[config.mk]
export PLATFORM = sky130hd
export DESIGN_NAME = branch_hazard_ctrl
export DESIGN_NICKNAME = d
export VERILOG_FILES = /design/src/rtl/branch_hazard_ctrl.sv
export SDC_FILE = /design/constraint.sdc
export NUM_CORES = 1
export LEC_CHECK = 0
export ABC_CLOCK_PERIOD_IN_PS = 6150
export CORE_MARGIN = 4
export CORE_UTILIZATION = 45
export DETAILED_ROUTE_END_ITERATION = 10
export GPL_ROUTABILITY_DRIVEN = 0
export GPL_TIMING_DRIVEN = 0
export HOLD_SLACK_MARGIN = 0.1
export PLACE_DENSITY = 0.76
export SYNTH_ARGS = -nofsm -noshare
export SYNTH_HDL_FRONTEND = slang
export SYNTH_SLANG_ARGS = --single-unit
export TNS_END_PERCENT = 50
[constraint.sdc]
create_clock -name clk -period 6.15 [get_ports clk]
set_clock_uncertainty 0.05 [all_clocks]
set_input_delay 1.23 -clock clk [delete_from_list [all_inputs] [get_ports clk]]
set_output_delay 1.23 -clock clk [all_outputs]
set_load 0.01 [all_outputs]
[src/rtl/branch_hazard_ctrl.sv]
// ID-stage branch hazard, forwarding and deferred-flush controller for a 5-stage RISC-V pipeline.
// Also keeps saturating stall/flush statistics and a sticky stall watchdog.
module branch_hazard_ctrl #(
    parameter int REG_AW    = 5,
    parameter int CNT_W     = 16,
    parameter int MAX_STALL = 15
) (
    input  logic              clk,
    input  logic              rst_n,
    input  logic              branch_id,
    input  logic              branch_taken,
    input  logic [REG_AW-1:0] rs1_id,
    input  logic [REG_AW-1:0] rs2_id,
    input  logic [REG_AW-1:0] rd_ex,
    input  logic              regwrite_ex,
    input  logic              memread_ex,
    input  logic [REG_AW-1:0] rd_mem,
    input  logic              regwrite_mem,
    input  logic              memread_mem,
    input  logic              mem_ready,
    output logic [1:0]        fwd_a,
    output logic [1:0]        fwd_b,
    output logic              pc_write,
    output logic              if_id_write,
    output logic              ctrl_src,
    output logic              if_flush,
    output logic [CNT_W-1:0]  stall_cnt,
    output logic [CNT_W-1:0]  flush_cnt,
    output logic              wdog_err
);

    localparam int                RUN_W   = $clog2(MAX_STALL + 1);
    localparam logic [RUN_W-1:0]  RUN_MAX = RUN_W'(MAX_STALL);

    typedef enum logic {RUN, PEND} state_t;

    state_t             state_q, state_d;
    logic [CNT_W-1:0]   stall_cnt_q, stall_cnt_d;
    logic [CNT_W-1:0]   flush_cnt_q, flush_cnt_d;
    logic [RUN_W-1:0]   run_q, run_d;
    logic               wdog_q, wdog_d;

    logic hit_ex_a, hit_ex_b, hit_mem_a, hit_mem_b, hit_ex, hit_mem;
    logic alu_haz, load_haz, mem_haz, mem_stall, stall, data_haz;

    always_comb begin
        hit_ex_a  = (rs1_id == rd_ex)  && (rd_ex  != '0) && regwrite_ex;
        hit_ex_b  = (rs2_id == rd_ex)  && (rd_ex  != '0) && regwrite_ex;
        hit_mem_a = (rs1_id == rd_mem) && (rd_mem != '0) && regwrite_mem;
        hit_mem_b = (rs2_id == rd_mem) && (rd_mem != '0) && regwrite_mem;
        hit_ex    = hit_ex_a  || hit_ex_b;
        hit_mem   = hit_mem_a || hit_mem_b;

        alu_haz   = branch_id && hit_ex && !memread_ex;
        load_haz  = branch_id && hit_ex && memread_ex;
        mem_haz   = branch_id && hit_mem && memread_mem && !mem_ready;
        mem_stall = memread_mem && !mem_ready;
        stall     = alu_haz || load_haz || mem_haz || mem_stall;
        data_haz  = alu_haz || load_haz || mem_haz;
    end

    // EX result wins over MEM; a load in MEM is only usable once the memory answers.
    always_comb begin
        fwd_a = 2'b00;
        fwd_b = 2'b00;
        if (hit_ex_a && !memread_ex)                        fwd_a = 2'b10;
        else if (hit_mem_a && (!memread_mem || mem_ready))  fwd_a = 2'b01;
        if (hit_ex_b && !memread_ex)                        fwd_b = 2'b10;
        else if (hit_mem_b && (!memread_mem || mem_ready))  fwd_b = 2'b01;
    end

    always_comb begin
        pc_write    = !stall;
        if_id_write = !stall;
        ctrl_src    = stall;
    end

    // A taken branch whose operands are ready but is frozen by the memory waits in PEND
    // so the flush lands on the first cycle the front end moves again.
    always_comb begin
        state_d  = state_q;
        if_flush = 1'b0;
        case (state_q)
            RUN: begin
                if (branch_id && branch_taken) begin
                    if (!stall)         if_flush = 1'b1;
                    else if (!data_haz) state_d  = PEND;
                end
            end
            PEND: begin
                if (!stall) begin
                    if_flush = 1'b1;
                    state_d  = RUN;
                end
            end
            default: state_d = RUN;
        endcase
    end

    always_comb begin
        stall_cnt_d = stall_cnt_q;
        flush_cnt_d = flush_cnt_q;
        run_d       = '0;
        if (stall && (stall_cnt_q != '1)) stall_cnt_d = stall_cnt_q + CNT_W'(1);
        if (if_flush && (flush_cnt_q != '1)) flush_cnt_d = flush_cnt_q + CNT_W'(1);
        if (stall) run_d = (run_q == RUN_MAX) ? run_q : run_q + RUN_W'(1);
        wdog_d = wdog_q || (run_d == RUN_MAX);
    end

    always_ff @(posedge clk or negedge rst_n) begin
        if (!rst_n) begin
            state_q     <= RUN;
            stall_cnt_q <= '0;
            flush_cnt_q <= '0;
            run_q       <= '0;
            wdog_q      <= 1'b0;
        end else begin
            state_q     <= state_d;
            stall_cnt_q <= stall_cnt_d;
            flush_cnt_q <= flush_cnt_d;
            run_q       <= run_d;
            wdog_q      <= wdog_d;
        end
    end

    assign stall_cnt = stall_cnt_q;
    assign flush_cnt = flush_cnt_q;
    assign wdog_err  = wdog_q;

endmodule

==> metrics.cfg <==
[synthesis]
synth.largest_area_cell=dfrtp_1
syn_area_um2=2260
synthTopCellsByArea=dfrtp_1 (42%), xor2_1 (10%), xnor2_1 (9.3%), nor3_1 (3.5%), nor2_1 (3.0%)
postSynthAreaPerCell_um2=10.1
synth_top_area_share_pct=42.0
ys_seq_area_share_pct=42.0
synth_warnings=0
synth-edff-count=0
synth_fp_nets=256
ys_types=41
async_flop_share_pct=100
yosys_most_used_dff=dfrtp_1
synthCells=224
ys_ff_latch=38

[timing]
tns_ns=0
rsz0062_at_grt=no
finalCriticalPeriod_ns=4.92
setup_slack_ns=1.23
setup_violations=0
maxSlewHeadroom_pct=45.9
max_freq_ghz=0.203
slew_violations=0
period_share_pct=80.0
hold_viol=0
worst_pin_slew_ns=0.811

[clock_network]
cts_buffers=5
cts.repair.resized=0
clockBufferDepth=2
clockRootBuffer=clkbuf_8
clk_pin_slew_ns=0.07
htreeDepth=2
post_cts_buffers=0
clk_latency_ns=0.28
cts_hold_buf=0
cts.sinks=38
cts_tree=built

[drt]
drt_iter0_markers=82
finalWirelength_um=5350
route.detailed.drc=0
via_per_inst=5.32
drtPass1Iterations=4
postRouteAntennaNets=0
vias=1958
wire_per_inst_um=14.5

[placed_design]
port_buffers=69
hpwl_um=4250
dp_slack_ns=1.21

[hold_path]
min_path_type=reg2reg

[power]
p_leak_nw=1.33
p_per_area_nw_per_um2=237
ir_drop_mv=0.121

[final_layout]
n_antenna_cell=0
fin_nets=332
drive_gt1_share_pct=7.31
fill_cells=416
areaGrowthSynthToFinish_pct=38.0

[worst_setup_path]
worstPathArrival_ns=3.64
crit_fanout=10
critical_path_class=in2out
worst-endpoint-required_ns=4.87
critPathCaptureType=primary output
startpoint_type=input port

[global_routing]
grt_pass1_wl_um=9220
grt_max_degree=39
first_global_vias=1958
grt_usage_pct=18.5
antenna_found_initial=0
grt-ovfl-total=0

[floorplanning]
fp.dieH_um=78.9
start_util_pct=47.3
die_w_um=78.9
core_um2=4790
fp-row-count=25
die_area_um2=6230
pin_count=70

[job]
max_cap_viol_count=0

[run_status]
status=completed

==> per-stage QoR <==
step,instances,total power [mW],instance area (um2),utilization [%],hold slack [ns]
finish,368,0.741,3130,65.3,0.419
global route,368,0.786,3130,65.3,0.452
CTS,368,0.748,3130,65.3,0.424
detailed placement,360,0.575,3030,63.4,0.406
global placement,360,0.570,3040,63.5,0.399
floorplan,224,0.438,2260,-,0.440
==> routing by layer <==
layer	track usage (%)	share of wire, %	vias up
met3	6.46	8.7	4
met5	0	0	-
li1	-	-	964
met2	31.3	48	63
met1	22.1	42	927
met4	5.50	1.1	0
==> critical path: stages <==
cell and delay (ns):
clkdlybuf4s50_1 0.49, or4_1 0.55, o21ai_2 0.21, a211oi_2 0.09, buf_6 0.17, nor2_4 0.18
inv_1 0.08, nor2_1 0.10, clkdlybuf4s50_1 0.54
==> synthesized netlist by cell type, types with 3 or more instances <==
cell,n
dfrtp_1,38
xor2_1,27
xnor2_1,24
nor2_1,18
nor3_1,16
nand2_1,12
nand3_1,11
and3_1,8
o2111ai_1,7
o211ai_1,7
nand4_1,6
a21oi_1,5
and4_1,3
clkbuf_1,3
ha_1,3
inv_1,3
==> path summary, 6_finish.rpt <==
path                                   start           end  slack, ns  cells after the start
worst max-delay path                rd_ex[1]      if_flush       1.23                      9
worst min-delay path                wdog_err      wdog_err       0.42                      2
worst max register to register  flush_cnt[0]  flush_cnt[1]       3.89                      6
worst min register to register      wdog_err      wdog_err       0.42                      2
max in group asynchronous              rst_n  stall_cnt[5]       4.55                      1
min in group asynchronous              rst_n      run_q[3]       0.99                      1
==> placed cells by master, fill, tap and decap left out, types with 4 or more instances in the layout <==
master	netlist	final
o211ai_1	7	7
a21oi_1	5	5
nor2_1	18	18
nand2_1	12	12
clkbuf_1	3	4
o2111ai_1	7	7
clkdlybuf4s50_1	0	68
nor3_1	16	16
xor2_1	27	27
xnor2_1	24	24
dfrtp_1	38	38
nand4_1	6	6
and3_1	8	8
nand3_1	11	11
clkbuf_8	0	6
==> sequential cells by signal (all words and copies together), names as in the netlist <==
register / flops
run_q: 4
flush_cnt: 16
wdog_err: 1
state_q: 1
stall_cnt: 16
==> where the power goes <==
group          switching (mW)  total, mW  internal, mW
Sequential             0.0509      0.339         0.288
Clock                  0.0826      0.173        0.0904
Combinational          0.0985      0.229         0.131
==> cells by family (layout without fill, tap and decap cells) <==
kind of cell,count (synthesis),count (layout),synth area share (%)
AOI/OAI and AO/OA,30,30,10.6
xor gates and xnor gates,51,51,19.7
adders and majority gates,3,3,1.66
buffers and inverters,10,87,2.27
DFF,38,38,42.0
muxes,4,4,1.93
and+or+nand+nor,88,88,21.8
==> layout make-up <==
type	count	area, um2	area share (%)
Multi-Input combinational cell	176	1260	40.4
Buffer	7	40.0	1.28
Timing Repair Buffer	69	686	21.9
Clock inverter	1	5.00	0.160
Inverter	3	11.3	0.360
Clock buffer	7	86.3	2.76
Tap cell	67	83.8	2.68
Sequential cell	38	951	30.4
(Power assumes the default switching activity.)
